--- src/rtl/tdm_demux8_pkg.sv ---
// Shared definitions for the TDM demux and the tx-side mux.
// FSM encodings and default frame geometry.
package tdm_demux8_pkg;
  localparam int N_CH_DEF  = 8;
  localparam int SEL_W_DEF = 3;
  localparam int WIDTH_DEF = 1;

  localparam logic [0:0] ST_HUNT   = 1'b0;
  localparam logic [0:0] ST_LOCKED = 1'b1;
endpackage

--- src/rtl/tdm_demux8_slot_counter.sv ---
// Mod-N_CH slot counter.
// Priority when several controls are high: clear, then load-to-1, then increment.
module slot_counter #(
  parameter int N_CH  = 8,
  parameter int SEL_W = 3
) (
  input  logic             clk,
  input  logic             rst_n,
  input  logic             clr,
  input  logic             load1,
  input  logic             en,
  output logic [SEL_W-1:0] cnt
);
  localparam logic [SEL_W-1:0] LAST = SEL_W'(N_CH - 1);

  always_ff @(posedge clk) begin
    if (!rst_n || clr) cnt <= '0;
    else if (load1)    cnt <= SEL_W'(1);
    else if (en)       cnt <= (cnt == LAST) ? '0 : cnt + SEL_W'(1);
  end
endmodule

--- src/rtl/tdm_demux8.sv ---
// Receive end of the 8:1 TDM link.
// Slots are collected in a shadow register; a complete frame is published to dout in a single cycle.
module tdm_demux8
  import tdm_demux8_pkg::*;
#(
  parameter int N_CH  = N_CH_DEF,
  parameter int SEL_W = SEL_W_DEF,
  parameter int WIDTH = WIDTH_DEF
) (
  input  logic                  clk,
  input  logic                  rst_n,
  input  logic [WIDTH-1:0]      din,
  input  logic                  din_valid,
  input  logic                  frame_sync,
  output logic [N_CH*WIDTH-1:0] dout,
  output logic                  frame_valid,
  output logic [SEL_W-1:0]      sel,
  output logic                  locked,
  output logic                  sync_err
);
  localparam logic [SEL_W-1:0] LAST = SEL_W'(N_CH - 1);

  logic [0:0]                  state;
  logic [SEL_W-1:0]            slot;
  logic [N_CH-1:0][WIDTH-1:0]  shadow;
  logic                        start, early, missing, store, last;

  // In LOCKED, a beat that is neither an early nor a missing sync is a normal store.
  always_comb begin
    start   = din_valid && (state == ST_HUNT) && frame_sync;
    early   = din_valid && (state == ST_LOCKED) && frame_sync && (slot != '0);
    missing = din_valid && (state == ST_LOCKED) && !frame_sync && (slot == '0);
    store   = din_valid && (state == ST_LOCKED) && !early && !missing;
    last    = store && (slot == LAST);
  end

  slot_counter #(.N_CH(N_CH), .SEL_W(SEL_W)) u_slot (
    .clk   (clk),
    .rst_n (rst_n),
    .clr   (missing),
    .load1 (start || early),
    .en    (store),
    .cnt   (slot)
  );

  always_ff @(posedge clk) begin
    if (!rst_n) begin
      state       <= ST_HUNT;
      shadow      <= '0;
      dout        <= '0;
      frame_valid <= 1'b0;
      sync_err    <= 1'b0;
    end else begin
      frame_valid <= last;
      sync_err    <= early || missing;
      if (start || early) shadow[0] <= din;
      else if (store)     shadow[slot] <= din;
      if (last) dout <= {din, shadow[N_CH-2:0]};
      if (start)        state <= ST_LOCKED;
      else if (missing) state <= ST_HUNT;
    end
  end

  assign sel    = slot;
  assign locked = (state == ST_LOCKED);
endmodule

--- config.mk ---
export PLATFORM = sky130hd
export DESIGN_NAME = tdm_demux8
export DESIGN_NICKNAME = d
export VERILOG_FILES = /design/src/rtl/tdm_demux8_pkg.sv /design/src/rtl/tdm_demux8_slot_counter.sv /design/src/rtl/tdm_demux8.sv
export SDC_FILE = /design/constraint.sdc
export NUM_CORES = 1
export LEC_CHECK = 0
export CORE_MARGIN = 1
export CORE_UTILIZATION = 53
export CTS_CLUSTER_DIAMETER = 60
export DETAILED_ROUTE_END_ITERATION = 10
export GPL_ROUTABILITY_DRIVEN = 0
export PLACE_DENSITY = 0.81
export SETUP_SLACK_MARGIN = 0.5
export SLEW_MARGIN = 25
export SYNTH_ARGS = -nofsm -noshare
export SYNTH_HDL_FRONTEND = slang
export SYNTH_SLANG_ARGS = --single-unit
--- constraint.sdc ---
create_clock -name clk -period 3.7 [get_ports clk]
set_input_delay 0.925 -clock clk [delete_from_list [all_inputs] [get_ports clk]]
set_output_delay 0.925 -clock clk [all_outputs]
set_load 0.01 [all_outputs]
==> out/results.ini, run 1 <==
[status]
status=finished, final reports clean

[cts]
clock-sinks=21
cts_tree=built
cts_setup_buffers=0
numCtsBuffers=3
htree_num_levels=1
cts_max_path_buffers=2
insertion_delay_ns=0.32
cts_hold_buf=0
path_clk_slew_ns=0.12
cts_root_buf=clkbuf_4
cts_resized=0

[synthesis]
yosys_register_bits=21
syn_inst=109
synthesis.nets=117
synth_area_um2=993
yosysMostFrequentCell=dfxtp_1
synth_cell_types=26
synth_enable_flop_cells=0
yosys-top-cells-count=dfxtp_1, nand2_1, mux2i_1, nor2_1
synth_area_per_cell_um2=9.11
yosysWarnings=0
synth_area_leader_cell=dfxtp_1
yosysSeqAreaShare=0.423
synth_ff_type=dfxtp_1
synthArstFlopShare=0
synth_top_area_share=0.423
synth.top_cells.by_area=dfxtp_1, mux2i_1, nand2_1

[critical_path]
crit_type=in -> reg
cp-start-kind=input pin
worstSetupEndpointType=register
crit_required_ns=3.95
cp.arrival_ns=2.61
critPathMaxFanout=10

[detailed_routing]
ant_nets=0
drcViolationCount=0
first_pass_iters=4
viasPerCell=5.38
num_vias=813
avgRoutedWirePerCell_um=12.2
wl_um=1840
drt_iter0_drc=20

[min_path]
hold_class=reg -> reg

[pwr]
power.share.sequential=0.588
comb_power_share=0.124
ir_drop_mv=0.183
internal_power_w=0.000289
pwr_density_cell_mw_per_mm2=329
clkPwrFrac=0.288
p_leak_nw=0.402
switching_power_w=0.000107
p_sw_frac=0.270

[sta]
setup_viol=0
fin_ws_ns=1.34
fin_skew_ns=0.00909
fin_setup_tns_ns=0
slew_violations=0
fmax_mhz=425
rsz0062_at_grt=false
slew_headroom=0.584
period_needed_ns=2.36
hold_viol_final=0
timing.final.crit_share=0.637
worst_slew_pin_slew_ns=0.622

[global_route]
overflow=0
grt_max_degree=20
grt_pass1_wl_um=3050
grt_pass1_vias=694
grt_usage=0.214
grt_antenna_before_repair=0

[floorplanning]
initial_core_util=0.569
die-area_mm2=0.00205
pin_count=19
die_h_um=45.3
fp-row-count=15
core_mm2=0.00175
die_w_um=45.3

[final_layout]
final_nets=135
antenna_cells=0
fin_area_mm2=0.00120
drive_gt1_frac=0.0556
nFillCells=141
area_delta_synth_final_pct=21.3

[placement]
hpwl_um=1330
place_ws_ns=0.997
post_dp_cell_area_mm2=0.00118
io_buffers=18

[run]
maxCapViolations=0

-- metal layers --
layer | track usage | vias to the layer above | wire, um
met5 | 0 | - | 0
met4 | 0.127 | 0 | 44
met3 | 0.0360 | 5 | 72
met2 | 0.330 | 19 | 850
met1 | 0.278 | 380 | 868
li1 | - | 409 | -
-- registers in the layout, indices dropped and copies added, names as in the netlist --
signal and count:
shadow 7, locked 1, frame_valid 1, sync_err 1
dout 8, u_slot.cnt 3
-- critical path, cell delays in order --
cell,delay [ns]
clkdlybuf4s50_1,0.66
xnor2_4,0.29
nor3_4,0.49
mux2i_1,0.24
-- cell families after synthesis --
family,after synthesis,share of synthesized area
and+or+nand+nor,44,0.227
xor gates and xnor gates,4,0.0542
buffers and inverters,10,0.0466
adders and majority gates,3,0.0378
AOI/OAI and AO/OA,14,0.0806
DFF,21,0.423
muxes,13,0.131
-- path summary, 6_finish.rpt --
path / from / end / slack, ns / cells after the start
worst min register to register: shadow[3] / dout[3] / 0.46 / 2
worst max-delay path: frame_sync / dout[6] / 1.34 / 4
worst max register to register: u_slot.cnt[0] / dout[6] / 1.80 / 6
worst min-delay path: shadow[3] / dout[3] / 0.46 / 2
-- cells in the final DEF (no fill, tap or decap) --
master	n
a311oi_1	1
nor3_1	4
nand3b_1	2
mux2i_1	13
nand2_1	19
nor2_1	7
nand3_1	2
a31oi_1	1
a21oi_1	5
nand2b_1	2
nand2b_4	1
dfxtp_1	21
clkbuf_4	3
nand4b_1	1
ha_1	3
xnor2_4	1
nor3_4	1
a211oi_1	1
clkinv_2	1
clkdlybuf4s50_1	18
o21ai_0	5
nor4_1	3
xor2_1	3
inv_1	5
nand4_1	2
o31ai_1	1
-- metrics by stage --
stage	hold WS (ns)	std cells	utilization	power (W)
2_1_floorplan	0.435	109	-	0.000273
6_report	0.463	151	0.690	0.000396
4_1_cts	0.468	151	0.690	0.000399
5_1_grt	0.487	151	0.690	0.000408
3_5_place_dp	0.452	147	0.675	0.000287
3_3_place_gp	0.444	147	0.675	0.000285
-- layout make-up --
class	instances	area (um^2)	area share
multi-input cells	78	527	0.437
flip-flops and latches	21	420	0.349
repair buffers	18	180	0.150
well taps	25	31.3	0.0260
clock buffers	3	22.5	0.0187
inverters	5	18.8	0.0156
clock inverters	1	5.00	0.00415
-- power groups by stage --
stage	logic, W	registers [W]	clock network, W
5_1_grt	0.0000535	0.000234	0.000121
3_3_place_gp	0.0000474	0.000238	0
4_1_cts	0.0000487	0.000233	0.000117
2_1_floorplan	0.0000360	0.000237	0
3_5_place_dp	0.0000485	0.000238	0
6_report	0.0000492	0.000233	0.000114
No activity file was read; power rests on OpenSTA's default activity.
==> run 2: changes to the inputs <==
--- a/config.mk
+++ b/config.mk
@@ -6,11 +6,11 @@
 export NUM_CORES = 1
 export LEC_CHECK = 0
 export CORE_MARGIN = 1
-export CORE_UTILIZATION = 53
+export CORE_UTILIZATION = 45
 export CTS_CLUSTER_DIAMETER = 60
 export DETAILED_ROUTE_END_ITERATION = 10
 export GPL_ROUTABILITY_DRIVEN = 0
-export PLACE_DENSITY = 0.81
+export PLACE_DENSITY = 0.73
 export SETUP_SLACK_MARGIN = 0.5
 export SLEW_MARGIN = 25
 export SYNTH_ARGS = -nofsm -noshare
==> constraint.sdc (replaced) <==
create_clock -name clk -period 2.1 [get_ports clk]
set_input_delay 0.525 -clock clk [delete_from_list [all_inputs] [get_ports clk]]
set_output_delay 0.525 -clock clk [all_outputs]
set_load 0.01 [all_outputs]
==> run 2 against run 1 <==
  * Sequential cell count stayed put
  * Die area is 17% higher
  * Routed wire length is 8.3% higher
  * Via count is 3.7% higher
  * First-iteration DRC count is 10% higher
  * Critical path type is now reg -> out
  * Critical endpoint is now sel[2]
  * Final area is 9.9% higher
  * Largest power group unchanged
==> out/results.ini, run 2 (synthesized netlist as in run 1, its figures left out) <==
[status]
status=finished, final reports clean

[final_layout]
fin_cells=162  ; +7.3%
antenna_cells=0  ; unchanged
layout_commonest_cell=nand2_1
nFillCells=179  ; +27%
area_delta_synth_final_pct=33.2
drive_gt1_frac=0.193  ; +0.137
regMostFlops=dout
largest_reg_flops=8  ; unchanged
final_nets=144  ; +6.7%
final_cell_mix=nand2_1, dfxtp_1, dlygate4sd2_1
top_regs=dout x8, shadow x7, u_slot.cnt x3

[detailed_routing]
drt_iter0_drc=22  ; +10%
avgRoutedWirePerCell_um=12.3  ; +0.98%
wl_um=1990  ; +8.3%
met1_length_um=956  ; +10%
dr_wl_met3_um=71  ; -1.4%
drcViolationCount=0  ; unchanged
first_pass_iters=4  ; unchanged
viasPerCell=5.20  ; -3.4%
routed.top_layer=met3
num_vias=843  ; +3.7%
ant_nets=0  ; unchanged
met2WireLength_um=960  ; +13%

[sta]
fin_skew_ns=0.00126  ; -0.00783 ns
fin_setup_tns_ns=0  ; unchanged
slew_violations=0  ; unchanged
setup_viol=0  ; unchanged
timing.final.crit_share=0.729
period_needed_ns=1.53
worst_slew_pin_slew_ns=0.317  ; -0.306 ns
slew_headroom=0.787  ; +0.203
hold_viol_final=0  ; unchanged
fmax_mhz=653
rsz0062_at_grt=false

[floorplanning]
die_h_um=49.0  ; +8.1%
fp-row-count=16  ; +1
pin_count=19  ; unchanged
core_mm2=0.00202  ; +16%
initial_core_util=0.491  ; -0.0778
die-area_mm2=0.00240  ; +17%
die_w_um=49.0  ; +8.1%

[cts]
cts_max_path_buffers=2  ; unchanged
insertion_delay_ns=0.30  ; -0.02 ns
cts_tree=built
clock-sinks=21  ; unchanged
htree_num_levels=1  ; unchanged
path_clk_slew_ns=0.11  ; about the same
numCtsBuffers=3  ; unchanged
cts_hold_buf=0  ; unchanged
cts_root_buf=clkbuf_4

[global_route]
grt_max_degree=17  ; -15%
grt_usage=0.181  ; -0.0323
grt_antenna_before_repair=0  ; unchanged
overflow=0  ; unchanged
grt_pass1_wl_um=3400  ; +12%
grt_pass1_vias=803  ; +16%

[min_path]
hold_class=reg -> reg

[critical_path]
worstSetupEndpointType=primary output
critPathTopFamily=flip-flops
critPathMaxFanout=7  ; -3
slowest_delay_ns=0.40  ; -0.26 ns
cp.arrival_ns=1.01  ; -1.60 ns
crit_slowest_cell=dfxtp_2
crit_chain=dlygate4sd2_1
crit_required_ns=1.57  ; -2.38 ns
crit_buf_inv=1  ; unchanged
cp-start-kind=register
crit_type=reg -> out
r2r_slack_ns=0.58  ; -1.22 ns

[pwr]
ir_drop_mv=0.506  ; +180%
p_leak_nw=0.546  ; +36%
pwr_density_cell_mw_per_mm2=536  ; +63%

[placement]
dp_cells=155  ; +5.4%
hpwl_um=1440  ; +8.4%
io_buffers=18  ; unchanged

[run]
maxCapViolations=0  ; unchanged

## run 2: changes by cell type in the layout (fill, tap and decap cells not counted), moves of 2 or more
| cell | delta |
|---|---|
| nor3_1 | -2 |
| clkdlybuf4s50_1 | -16 |
| dfxtp_1 | -4 |
| dfxtp_4 | +3 |
| dlygate4sd2_1 | +14 |
| buf_4 | +7 |
| dlymetal6s2s_1 | +2 |
| nor3_2 | +2 |
## run 2: path summary, 6_finish.rpt
path,from,endpoint,cells past startpoint
worst max register to register,u_slot.cnt[1],shadow[0],6
worst min register to register,dout[5],dout[5],2
worst min-delay path,dout[5],dout[5],2
worst max-delay path,u_slot.cnt[2],sel[2],1
## run 2: report_power, final
part           internal [W]  switching (W)
sequential         0.000402     0.00000561
combinational     0.0000489      0.0000612
clock             0.0000711       0.000121
total              0.000522       0.000188
## run 2: layout make-up
cell class              count  area (um^2)  area share
clock buffers               3         22.5      0.0170
well taps                  27         33.8      0.0255
clock inverters             1         5.00     0.00378
repair buffers             27          251       0.190
multi-input cells          78          559       0.422
flip-flops and latches     21          433       0.327
inverters                   5         18.8      0.0142
## run 2: routing by layer
layer | track usage | vias up
met2 | 0.313 | 18
met4 | 0.0147 | 0
li1 | - | 431
met3 | 0.0561 | 0
met1 | 0.230 | 394
met5 | 0 | -
## run 2: stage by stage
step	instance area [um^2]	setup WS (ns)	total power [W]	util	hold slack [ns]
3_5_place_dp	1240	0.114	0.000515	0.614	0.453
4_1_cts	1300	0.323	0.000706	0.644	0.466
2_1_floorplan	998	0.512	0.000482	-	0.435
3_3_place_gp	1240	0.160	0.000514	0.614	0.441
5_1_grt	1320	0.502	0.000744	0.655	0.485
6_report	1320	0.569	0.000710	0.655	0.464
## run 2: timing repair
action / CTS / global route
hold endpoints to repair: 0 / 0
setup buffers: 1 / 2
pin swaps: 0 / 1
gates cloned: 0 / 0
gates resized for setup: 24 / 4
setup endpoints to repair: 26 / 13
==> run 3: changes to the inputs <==
--- a/config.mk
+++ b/config.mk
@@ -6,11 +6,11 @@
 export NUM_CORES = 1
 export LEC_CHECK = 0
 export CORE_MARGIN = 1
-export CORE_UTILIZATION = 45
+export CORE_UTILIZATION = 50
 export CTS_CLUSTER_DIAMETER = 60
 export DETAILED_ROUTE_END_ITERATION = 10
 export GPL_ROUTABILITY_DRIVEN = 0
-export PLACE_DENSITY = 0.73
+export PLACE_DENSITY = 0.77
 export SETUP_SLACK_MARGIN = 0.5
 export SLEW_MARGIN = 25
 export SYNTH_ARGS = -nofsm -noshare
==> constraint.sdc (replaced) <==
create_clock -name clk -period 1.45 [get_ports clk]
set_input_delay 0.3625 -clock clk [delete_from_list [all_inputs] [get_ports clk]]
set_output_delay 0.3625 -clock clk [all_outputs]
set_load 0.01 [all_outputs]
==> run 3 against run 2 <==
  * The flow now finishes with violations (setup timing)
  * Cell count is 15% higher
  * Non-clock buffer count grew 26
  * Clock power up 67%
  * Critical endpoint is now u_slot.cnt[2]
  * Highest routed layer is now met4
==> out/results.ini, run 3 (synthesized netlist as in run 1, its figures left out) <==
[final_layout]
nFillCells=50  ; -72%
final_cell_mix=buf_4, buf_6, nand2_1
fin_util=0.954  ; +0.299
final_nets=170  ; +18%
top_regs=dout x8, shadow x7, u_slot.cnt x3
fin_cells=186  ; +15%
antenna_cells=0  ; unchanged
largest_reg_flops=8  ; unchanged
regMostFlops=dout
layout_commonest_cell=buf_4
area_delta_synth_final_pct=73.0
drive_gt1_frac=0.565  ; +0.373

[sta]
slew_headroom=0.726  ; -0.0615
period_needed_ns=1.64
setup_viol=16  ; +16
rsz0062_at_grt=true
hold_viol_final=0  ; unchanged
slew_violations=0  ; unchanged
timing.final.crit_share=1.13
fin_ws_ns=-0.195  ; -0.764 ns
holdWs_ns=0.481  ; +0.0165 ns
worst_slew_pin_slew_ns=0.408  ; +0.0913 ns
fmax_mhz=608
fin_skew_ns=0.0127  ; +0.0114 ns

[critical_path]
crit_required_ns=1.65  ; +0.08 ns
r2r_slack_ns=-0.19  ; -0.77 ns
slowest_delay_ns=0.38  ; -0.02 ns
cp.arrival_ns=1.84  ; +0.83 ns
worstSetupEndpointType=register
crit_chain=inv_4, ha_4, buf_4, nand3b_1, xor2_1, o21ai_1, a21oi_1
critPathTopFamily=flip-flops
reg2reg_from=u_slot.cnt[1]
reg2reg_depth=7  ; +1
crit_buf_inv=2  ; +1
critPathMaxFanout=4  ; -3
cp-start-kind=register
rr_endpoint=u_slot.cnt[2]
crit_type=reg -> reg
crit_slowest_cell=dfxtp_4

[detailed_routing]
met2WireLength_um=2020  ; +110%
routed.top_layer=met4
num_vias=1215  ; +44%
dr_wl_met3_um=529  ; +650%
drcViolationCount=0  ; unchanged
met1_length_um=1540  ; +61%
wl_um=4510  ; +130%
avgRoutedWirePerCell_um=24.2  ; +97%
drt_iter0_drc=104  ; +370%
first_pass_iters=5  ; +1
viasPerCell=6.53  ; +26%
ant_nets=0  ; unchanged

[cts]
clock-sinks=21  ; unchanged
cts_root_buf=clkbuf_4
htree_num_levels=1  ; unchanged
path_clk_slew_ns=0.15  ; +0.04 ns
insertion_delay_ns=0.33  ; +0.03 ns
cts_max_path_buffers=2  ; unchanged
numCtsBuffers=3  ; unchanged
cts_tree=built

[global_route]
grt_pass1_wl_um=4730  ; +39%
overflow=0  ; unchanged
grt_max_degree=17  ; unchanged
grt_antenna_before_repair=0  ; unchanged
grt_pass1_vias=1017  ; +27%
grt_usage=0.323  ; +0.142

[min_path]
hold_depth=2  ; unchanged
hold_end=dout[5]
min_from=dout[5]
hold_class=reg -> reg

[floorplanning]
fp-row-count=15  ; -1
pin_count=19  ; unchanged
die-area_mm2=0.00217  ; -9.6%
core_mm2=0.00180  ; -11%
die_h_um=46.6  ; -4.9%
die_w_um=46.6  ; -4.9%
initial_core_util=0.551  ; +0.0601

[pwr]
ir_drop_mv=0.582  ; +15%
pwr_density_cell_mw_per_mm2=717  ; +34%
finalPower_w=0.00123  ; +74%
p_leak_nw=0.673  ; +23%

[placement]
io_buffers=18  ; unchanged
place_ws_ns=-0.393  ; -0.506 ns
dp_cells=165  ; +6.5%
hpwl_um=1630  ; +13%

[run]
maxCapViolations=0  ; unchanged

[status]
failed_checks=setup timing
status=complete, but fails checks

[run 3: changes by cell type in the layout (fill, tap and decap cells not counted), moves of 4 or more]
cell and delta:
dfxtp_2 +8, buf_6 +21, buf_4 +16, buf_2 +4, dfxtp_1 -9, dlygate4sd2_1 -13
[run 3: stage by stage]
| stage | setup TNS [ns] | area (um^2) |
|---|---|---|
| floorplan | -0.243 | 1030 |
| global placement | -5.50 | 1360 |
| detailed placement | -6.58 | 1360 |
| CTS | -0.181 | 1560 |
| global route | -2.83 | 1720 |
| finish | -2.30 | 1720 |
[run 3: where the power goes]
group / total [W] / internal [W] / switching [W]
sequential: 0.000588 / 0.000580 / 0.00000717
combinational: 0.000324 / 0.000144 / 0.000180
clock: 0.000321 / 0.000103 / 0.000217
[run 3: timing repair]
item,4_1_cts,5_1_grt
endpoints found under the setup margin,35,35
pin swaps,8,7
setup buffers,10,7
hold buffers,0,0
resized for setup,101,21
[run 3: worst max-delay path by stage]
stage / endpoint / startpoint / slack, ns / cells past startpoint
after CTS: shadow[3] / u_slot.cnt[1] / -0.05 / 7
after detailed placement: shadow[3] / frame_sync / -0.39 / 6
after floorplan: dout[0] / u_slot.cnt[0] / -0.03 / 6
after global routing: u_slot.cnt[0] / u_slot.cnt[0] / -0.27 / 7
after global placement: shadow[3] / frame_sync / -0.38 / 6
final: u_slot.cnt[2] / u_slot.cnt[1] / -0.19 / 7
[run 3: cell type report]
cell class | count | area [um^2] | share of cell area
Clock buffer | 3 | 22.5 | 0.0131
Multi-Input combinational cell | 78 | 701 | 0.408
Timing Repair Buffer | 53 | 489 | 0.285
Clock inverter | 1 | 5.00 | 0.00291
Sequential cell | 21 | 447 | 0.260
Inverter | 5 | 23.8 | 0.0138
Tap cell | 25 | 31.3 | 0.0182
[run 3: layer usage]
layer | global-route usage | up-vias
met5 | 0 | -
met4 | 0.135 | 0
met3 | 0.0863 | 53
met2 | 0.572 | 138
met1 | 0.357 | 544
li1 | - | 480
[run 3: worst register-to-register path, delay by kind of cell (launching register included)]
family | cells | cell delay, ns
xor gates and xnor gates | 1 | 0.22
and+or+nand+nor | 1 | 0.19
DFF | 1 | 0.38
adders and majority gates | 1 | 0.21
buffers and inverters | 2 | 0.21
AOI/OAI and AO/OA | 2 | 0.33
